[config.mk]
export PLATFORM = sky130hd
export DESIGN_NAME = display_scan_scheduler_flat
export DESIGN_NICKNAME = d
export VERILOG_FILES = /design/src/rtl/display_pkg.sv /design/src/rtl/display_scan_scheduler_if.sv /design/src/rtl/display_scan_scheduler_slot_timer.sv /design/src/rtl/display_scan_scheduler.sv /design/src/flat_wrapper.sv
export SDC_FILE = /design/constraint.sdc
export NUM_CORES = 1
export LEC_CHECK = 0
export CORE_ASPECT_RATIO = 0.8
export CORE_MARGIN = 5
export CORE_UTILIZATION = 25
export DETAILED_ROUTE_END_ITERATION = 7
export PLACE_DENSITY = 0.43
export SLEW_MARGIN = 20
export SYNTH_ARGS = -nofsm -noshare
export SYNTH_HDL_FRONTEND = slang
export SYNTH_SLANG_ARGS = --single-unit
[constraint.sdc]
create_clock -name clk -period 4.9 [get_ports clk]
set_input_delay 0.98 -clock clk [delete_from_list [all_inputs] [get_ports clk]]
set_output_delay 0.98 -clock clk [all_outputs]
set_load 0.005 [all_outputs]
[src/rtl/display_pkg.sv]
// display_pkg
// Shared definitions for the display scan path (scheduler and segment decoder).
//   DIGITS     : number of scanned digit positions
//   NIB_W      : width of one hex digit slice of the display value
//   PWM_STEPS  : brightness steps per ON window
//   AN_OFF     : anode vector with every (active-low) anode released
//   scan_state_e : slot FSM encoding (ST_BLANK, ST_ON)
//   slot_len() : clocks in one digit slot for a given blank/step setting
package display_pkg;

    localparam int DIGITS    = 8;
    localparam int NIB_W     = 4;
    localparam int PWM_STEPS = 16;

    localparam logic [DIGITS-1:0] AN_OFF = 8'hFF;

    typedef enum logic {
        ST_BLANK = 1'b0,
        ST_ON    = 1'b1
    } scan_state_e;

    function automatic int slot_len(input int blank_cycles, input int step_cycles);
        return blank_cycles + PWM_STEPS * step_cycles;
    endfunction

endpackage

[src/rtl/display_scan_scheduler_if.sv]
// display_scan_scheduler_if
// Bundles the value/control inputs and the anode/digit outputs of the scan
// scheduler.
//   value        : hex value, nibble i shown on digit i (digit 0 rightmost)
//   digit_enable : per-digit enable, 0 keeps the digit dark
//   lz_blank     : 1 suppresses leading zeros
//   brightness   : PWM duty in sixteenths
//   an           : active-low anode selects
//   hex_digit    : nibble for the segment decoder
//   frame_start  : one-cycle pulse on the first clock of digit 0's slot
// master = the datapath side driving the value, slave = the scheduler.
interface display_scan_scheduler_if;
    import display_pkg::*;

    logic [NIB_W*DIGITS-1:0] value;
    logic [DIGITS-1:0]       digit_enable;
    logic                    lz_blank;
    logic [3:0]              brightness;
    logic [DIGITS-1:0]       an;
    logic [NIB_W-1:0]        hex_digit;
    logic                    frame_start;

    modport master (
        output value, digit_enable, lz_blank, brightness,
        input  an, hex_digit, frame_start
    );

    modport slave (
        input  value, digit_enable, lz_blank, brightness,
        output an, hex_digit, frame_start
    );

endinterface

[src/rtl/display_scan_scheduler_slot_timer.sv]
// slot_timer
// Owns the per-slot BLANK/ON sequencing: a dead-time counter, a step
// prescaler and the 16-step PWM index.
//   clk, reset   : system clock, synchronous active-high reset
//   in_on_o      : slot is in its ON window
//   step_o       : current PWM step index (0..15) while in ON
//   slot_start_o : this cycle is the first BLANK cycle of a slot
//   slot_end_o   : this cycle is the last cycle of step 15
module slot_timer
    import display_pkg::*;
#(
    parameter int BLANK_CYCLES = 100,
    parameter int STEP_CYCLES  = 390
) (
    input  logic       clk,
    input  logic       reset,
    output logic       in_on_o,
    output logic [3:0] step_o,
    output logic       slot_start_o,
    output logic       slot_end_o
);

    localparam int BLANK_W = $clog2(BLANK_CYCLES + 1);
    localparam int PRE_W   = $clog2(STEP_CYCLES + 1);

    localparam logic [BLANK_W-1:0] BLANK_LAST = BLANK_W'(BLANK_CYCLES - 1);
    localparam logic [PRE_W-1:0]   PRE_LAST   = PRE_W'(STEP_CYCLES - 1);
    localparam logic [3:0]         STEP_LAST  = 4'(PWM_STEPS - 1);

    scan_state_e        state_q, state_d;
    logic [BLANK_W-1:0] blank_q, blank_d;
    logic [PRE_W-1:0]   pre_q,   pre_d;
    logic [3:0]         step_q,  step_d;

    // NOTE: state registers use non-blocking assignments so every flop
    // samples the pre-edge values regardless of process ordering.
    always_ff @(posedge clk) begin
        if (reset) begin
            state_q <= ST_BLANK;
            blank_q <= '0;
            pre_q   <= '0;
            step_q  <= '0;
        end else begin
            state_q <= state_d;
            blank_q <= blank_d;
            pre_q   <= pre_d;
            step_q  <= step_d;
        end
    end

    // NOTE: every signal written here gets a default first so no path
    // through the case statement can infer a latch.
    always_comb begin
        state_d    = state_q;
        blank_d    = blank_q;
        pre_d      = pre_q;
        step_d     = step_q;
        slot_end_o = 1'b0;
        case (state_q)
            ST_BLANK: begin
                if (blank_q == BLANK_LAST) begin
                    state_d = ST_ON;
                    blank_d = '0;
                    pre_d   = '0;
                    step_d  = '0;
                end else begin
                    blank_d = blank_q + BLANK_W'(1);
                end
            end
            ST_ON: begin
                if (pre_q == PRE_LAST) begin
                    pre_d = '0;
                    if (step_q == STEP_LAST) begin
                        slot_end_o = 1'b1;
                        state_d    = ST_BLANK;
                        step_d     = '0;
                    end else begin
                        step_d = step_q + 4'd1;
                    end
                end else begin
                    pre_d = pre_q + PRE_W'(1);
                end
            end
            default: state_d = ST_BLANK;
        endcase
    end

    assign in_on_o      = (state_q == ST_ON);
    assign step_o       = step_q;
    assign slot_start_o = (state_q == ST_BLANK) && (blank_q == '0);

endmodule

[src/rtl/display_scan_scheduler.sv]
// display_scan_scheduler
// Time-multiplexes an 8-digit common-anode 7-segment display with per-slot
// dead-time, 4-bit PWM brightness, leading-zero blanking and a once-per-frame
// snapshot of the displayed value.
//   clk, reset : system clock, synchronous active-high reset
//   bus        : slave side of display_scan_scheduler_if (value/enables/
//                lz_blank/brightness in, an/hex_digit/frame_start out)
// The slot timer runs one cycle ahead of the registered outputs: the timer
// state seen this cycle determines what an/hex_digit/frame_start show next.
module display_scan_scheduler
    import display_pkg::*;
#(
    parameter int BLANK_CYCLES = 100,
    parameter int STEP_CYCLES  = 390
) (
    input  logic                       clk,
    input  logic                       reset,
    display_scan_scheduler_if.slave    bus
);

    localparam int                 IDX_W    = $clog2(DIGITS);
    localparam logic [IDX_W-1:0]   LAST_IDX = IDX_W'(DIGITS - 1);

    logic       in_on, slot_start, slot_end;
    logic [3:0] step;

    slot_timer #(
        .BLANK_CYCLES (BLANK_CYCLES),
        .STEP_CYCLES  (STEP_CYCLES)
    ) u_slot_timer (
        .clk          (clk),
        .reset        (reset),
        .in_on_o      (in_on),
        .step_o       (step),
        .slot_start_o (slot_start),
        .slot_end_o   (slot_end)
    );

    logic [IDX_W-1:0]        digit_idx_q, digit_idx_d;
    logic [NIB_W*DIGITS-1:0] value_q,     value_d;
    logic [DIGITS-1:0]       en_q,        en_d;
    logic                    lz_q,        lz_d;
    logic [DIGITS-1:0]       mask_q,      mask_d;
    logic [3:0]              bright_q,    bright_d;
    logic [DIGITS-1:0]       an_q,        an_d;
    logic [NIB_W-1:0]        hex_q,       hex_d;
    logic                    fs_q,        fs_d;
    logic                    frame_snap;

    // Visibility: enabled, and either LZ suppression is off, the digit is at
    // or below the most significant enabled nonzero nibble, or it is digit 0.
    function automatic logic [DIGITS-1:0] vis_mask(
        input logic [NIB_W*DIGITS-1:0] v,
        input logic [DIGITS-1:0]       en,
        input logic                    lz
    );
        int                msd;
        logic [DIGITS-1:0] vis;
        msd = 0;
        for (int i = 0; i < DIGITS; i++) begin
            if (en[i] && (v[NIB_W*i +: NIB_W] != '0)) msd = i;
        end
        for (int i = 0; i < DIGITS; i++) begin
            vis[i] = en[i] && (!lz || (i <= msd) || (i == 0));
        end
        return vis;
    endfunction

    // Snapshot point: the first BLANK cycle of digit 0's slot.
    assign frame_snap = slot_start && (digit_idx_q == '0);

    always_comb begin
        digit_idx_d = digit_idx_q;
        value_d     = value_q;
        en_d        = en_q;
        lz_d        = lz_q;
        mask_d      = mask_q;
        bright_d    = bright_q;

        if (slot_end) digit_idx_d = (digit_idx_q == LAST_IDX) ? '0 : digit_idx_q + IDX_W'(1);

        if (frame_snap) begin
            value_d = bus.value;
            en_d    = bus.digit_enable;
            lz_d    = bus.lz_blank;
            mask_d  = vis_mask(bus.value, bus.digit_enable, bus.lz_blank);
        end

        if (slot_start) bright_d = bus.brightness;

        // Uses the freshly captured value so the digit-0 nibble is already
        // correct on the frame_start cycle.
        hex_d = value_d[NIB_W*digit_idx_q +: NIB_W];
        fs_d  = frame_snap;

        an_d = AN_OFF;
        if (in_on && (step < bright_q) && mask_q[digit_idx_q]) an_d[digit_idx_q] = 1'b0;
    end

    always_ff @(posedge clk) begin
        if (reset) begin
            digit_idx_q <= '0;
            value_q     <= '0;
            en_q        <= '0;
            lz_q        <= 1'b0;
            mask_q      <= '0;
            bright_q    <= '0;
            an_q        <= AN_OFF;
            hex_q       <= '0;
            fs_q        <= 1'b0;
        end else begin
            digit_idx_q <= digit_idx_d;
            value_q     <= value_d;
            en_q        <= en_d;
            lz_q        <= lz_d;
            mask_q      <= mask_d;
            bright_q    <= bright_d;
            an_q        <= an_d;
            hex_q       <= hex_d;
            fs_q        <= fs_d;
        end
    end

    assign bus.an          = an_q;
    assign bus.hex_digit   = hex_q;
    assign bus.frame_start = fs_q;

endmodule

[src/flat_wrapper.sv]
// flat-port wrapper written by rule: the top's interface ports become plain ports
module display_scan_scheduler_flat import display_pkg::*;
#(
    parameter int BLANK_CYCLES = 100,
    parameter int STEP_CYCLES  = 390
)
  (clk, reset, bus_value, bus_digit_enable, bus_lz_blank, bus_brightness, bus_an, bus_hex_digit, bus_frame_start);
  display_scan_scheduler_if bus_i ();
  input  logic clk;
  input  logic reset;
  input wire logic [$bits(bus_i.value)-1:0] bus_value;
  input wire logic [$bits(bus_i.digit_enable)-1:0] bus_digit_enable;
  input wire logic [$bits(bus_i.lz_blank)-1:0] bus_lz_blank;
  input wire logic [$bits(bus_i.brightness)-1:0] bus_brightness;
  output wire logic [$bits(bus_i.an)-1:0] bus_an;
  output wire logic [$bits(bus_i.hex_digit)-1:0] bus_hex_digit;
  output wire logic [$bits(bus_i.frame_start)-1:0] bus_frame_start;
  assign bus_i.value = bus_value;
  assign bus_i.digit_enable = bus_digit_enable;
  assign bus_i.lz_blank = bus_lz_blank;
  assign bus_i.brightness = bus_brightness;
  assign bus_an = bus_i.an;
  assign bus_hex_digit = bus_i.hex_digit;
  assign bus_frame_start = bus_i.frame_start;
  display_scan_scheduler #(.BLANK_CYCLES(BLANK_CYCLES), .STEP_CYCLES(STEP_CYCLES)) u_core (.clk(clk), .reset(reset), .bus(bus_i));
endmodule
==> results_dict.tcl <==
set metrics [dict create \
    status "finished, final reports clean" \
    yosysWarnings 0 \
    cts_tree "built" \
    worstPathCellList "nor4b_4, nand4b_4, mux2i_1, o22ai_1, o41a_1" \
    synth_seq_cells 81 \
    synthCells 408 \
    dieArea_um2 16920 \
    critPathKind "reg2reg" \
    vdd_drop_max_uv 170.5 \
    die_y_um 117.3 \
    fin_crit_ns 2.837 \
    power_density_nw_per_um2 350.6 \
    placementRows 39 \
    cts_made_buffers 9 \
    fp.dieW_um 144.2 \
    dpl.hpwl_um 7683 \
    clock_path_buffers 2 \
    core_area_um2 14200 \
    cp_max_fo 40 \
    ant_nets 0 \
    r2r-end "u_core.bus.hex_digit[0]$_SDFF_PP0_" \
    grt_use_total 0.1257 \
    place_ws_ns 1.815 \
    hold_end "u_core.mask_q[2]$_SDFFE_PP0P_" \
    grt_pass1_wl_um 16780 \
    r2r_start "u_core.u_slot_timer.in_on_o$_SDFF_PP0_" \
    grt_pass1_vias 3049 \
    path_buf_inv 0 \
    ff2ff_setup_slack_ns 2.06 \
    synth_cell_types 51 \
    setup_violations 0 \
    placed_cells 634 \
    io_buffers 59 \
    clock_skew_ns 0.01066 \
    syn_nets 466 \
    cp_slowest_cell "nand4b_4" \
    diodes 0 \
    cp_top_family "simple AND/OR/NAND/NOR gates" \
    final_hold_viol_count 0 \
    syn_to_final_growth_pct 29.36 \
    avgSynthCellArea_um2 8.826 \
    avgViaCountPerCell 4.723 \
    hold_start "u_core.mask_q[2]$_SDFFE_PP0P_" \
    drive_gt1_frac 0.06223 \
    cts-root-buf "clkbuf_16" \
    syn-cell-area_um2 3601 \
    wl_per_cell_um 16.02 \
    grt_overflow 0 \
    maxCapViolations 0 \
    tns_ns 0 \
    grt_max_degree 64 \
    cts_resized 0 \
    drc 0 \
    htreeDepth 3 \
    ys_async_sr_fraction 0 \
    routed_wl_um 10410 \
    critPathMaxStageDelay_ns 0.69 \
    clkSinkCount 81 \
    path_clk_slew_ns 0.07 \
    via_count 3070 \
    fmax_ghz 0.3525 \
    antenna_found_initial 0 \
    setup_ws_ns 2.063 \
    drt_iter0_markers 198 \
    yosysSeqAreaShare 0.4503 \
    hold_class "reg2reg" \
    period_share 0.5790 \
    dr.pass1.iters 4 \
    relSlewSlack 0.3279 \
    stdcell_area_um2 4658 \
    place_area_um2 4348 \
    worst_ep_arrival_time_ns 3.06 \
    ios 60 \
    clkLatencyLatePin_ns 0.34 \
    rsz0062_at_grt "no" \
    ff2ff_path_depth 5 \
    instances_no_fill 650 \
    cp-start-kind "register" \
    gp_congestion 0.8016 \
    cts_setup_buffers 0 \
    fin_nets 519 \
    power.leakage_nw 1.754 \
    start_util 0.2536 \
    synth_ff_type "dfxtp_1" \
    cp-end-kind "register" \
    critPathRequiredTime_ns 5.12 \
    synth_edf_count 0 \
    finalPower_mw 1.633 \
    hold_depth 2 \
    report.final.slew_viol_count 0 \
    worst_slew_pin_slew_ns 1.001 \
    ctsHoldBuffers 0 \
]
-- through the flow --
stage | util | hold WS (ns)
floorplan | - | 0.4280
global placement | 0.3062 | 0.4403
detailed placement | 0.3062 | 0.4457
CTS | 0.3280 | 0.4543
global route | 0.3280 | 0.4844
finish | 0.3280 | 0.4521
-- where the power goes --
group | leakage [nW] | switching [mW] | internal, mW
Clock | 0.146 | 0.295 | 0.405
Sequential | 0.663 | 0.0219 | 0.701
Combinational | 0.945 | 0.110 | 0.101
-- metal layers --
metal,share of wire,wire [um],GRT usage,up-vias
li1,-,-,-,1557
met2,0.39,4048,0.1660,69
met5,0,0,0,-
met1,0.56,5814,0.2018,1438
met4,0.0082,85,0.03322,0
met3,0.044,463,0.02644,6
-- worst max-delay path by stage --
stage / end / start / cells after the start
global route: u_core.bus.hex_digit[0]$_SDFF_PP0_ / u_core.u_slot_timer.in_on_o$_SDFF_PP0_ / 5
floorplan: u_core.bus.an[5]$_SDFF_PP1_ / reset / 5
global placement: u_core.mask_q[1]$_SDFFE_PP0P_ / bus_value[25] / 6
finish: u_core.bus.hex_digit[0]$_SDFF_PP0_ / u_core.u_slot_timer.in_on_o$_SDFF_PP0_ / 5
CTS: u_core.bus.hex_digit[0]$_SDFF_PP0_ / u_core.u_slot_timer.in_on_o$_SDFF_PP0_ / 5
detailed placement: u_core.mask_q[1]$_SDFFE_PP0P_ / bus_value[25] / 6
-- cell usage in the layout, fill, tap and decap left out, drive strengths merged, types with 2 or more instances in the layout --
cell type,Yosys,layout
nor2b,4,4
a311oi,3,3
and2,2,2
or3b,3,3
a2bb2oi,2,2
ha,11,11
and3,7,7
o21ai,14,14
buf,6,3
o41a,3,3
mux2i,26,26
nand3b,4,4
a21o,2,2
xor2,2,2
dfxtp,81,81
or4bb,2,2
clkdlybuf4s50,0,58
nor3,3,3
nor3b,3,3
a41o,2,2
o31a,2,2
inv,12,15
clkinvlp,0,2
or3,3,3
nand4,4,4
a22oi,3,3
nor2,49,49
a41oi,2,2
o22ai,7,7
clkbuf,13,9
nand3,16,16
nand2,57,57
xnor2,3,3
a21oi,35,35
o211ai,2,2
nand2b,4,4
o41ai,6,6
-- cell type report --
type / instances / area [um2]
inverters: 12 / 45.04
multi-input cells: 296 / 1851
fillers: 1497 / 9542
clock inverters: 7 / 85.08
repair buffers: 61 / 600.6
clock buffers: 9 / 225.2
well taps: 184 / 230.2
flip-flops and latches: 81 / 1622
-- cell usage after synthesis, drive strengths merged (3+ instances only) --
master	count	share of area
a21oi	35	0.049
a22oi	3	0.0063
a311oi	3	0.0073
and3	7	0.012
buf	6	0.0097
clkbuf	13	0.014
dfxtp	81	0.45
ha	11	0.038
inv	12	0.013
mux2i	26	0.072
nand2	57	0.059
nand2b	4	0.0069
nand3	16	0.022
nand3b	4	0.0083
nand4	4	0.0069
nor2	49	0.051
nor2b	4	0.0069
nor3	3	0.0087
nor3b	3	0.0076
o21ai	14	0.019
o22ai	7	0.012
o41a	3	0.0094
o41ai	6	0.015
or3	3	0.0052
or3b	3	0.0073
xnor2	3	0.0073
-- worst register-to-register path, delay by kind of cell, from the launching register on --
| family | cells | cell delay, ns |
|---|---|---|
| simple gates | 2 | 1.23 |
| mux | 1 | 0.46 |
| flops | 1 | 0.46 |
| compound gates | 2 | 0.57 |
-- cells by family after synthesis --
family	count (synthesis)	synth area share
xor+xnor	5	0.01216
fa+ha+maj	11	0.03822
buf+inv	31	0.03579
compound gates	91	0.1654
flops	81	0.4503
mux	26	0.07227
simple gates	163	0.2258
-- sequential cells by signal (all words and copies together), names as in the netlist, 3 cells and up --
name,count
u_core.value_q,32
u_core.u_slot_timer.pre_q,9
u_core.bus.an,8
u_core.mask_q,8
u_core.u_slot_timer.blank_q,7
u_core.bright_q,4
u_core.bus.hex_digit,4
u_core.u_slot_timer.step_o,4
u_core.digit_idx_q,3
Power figures use the tool's default switching activity.
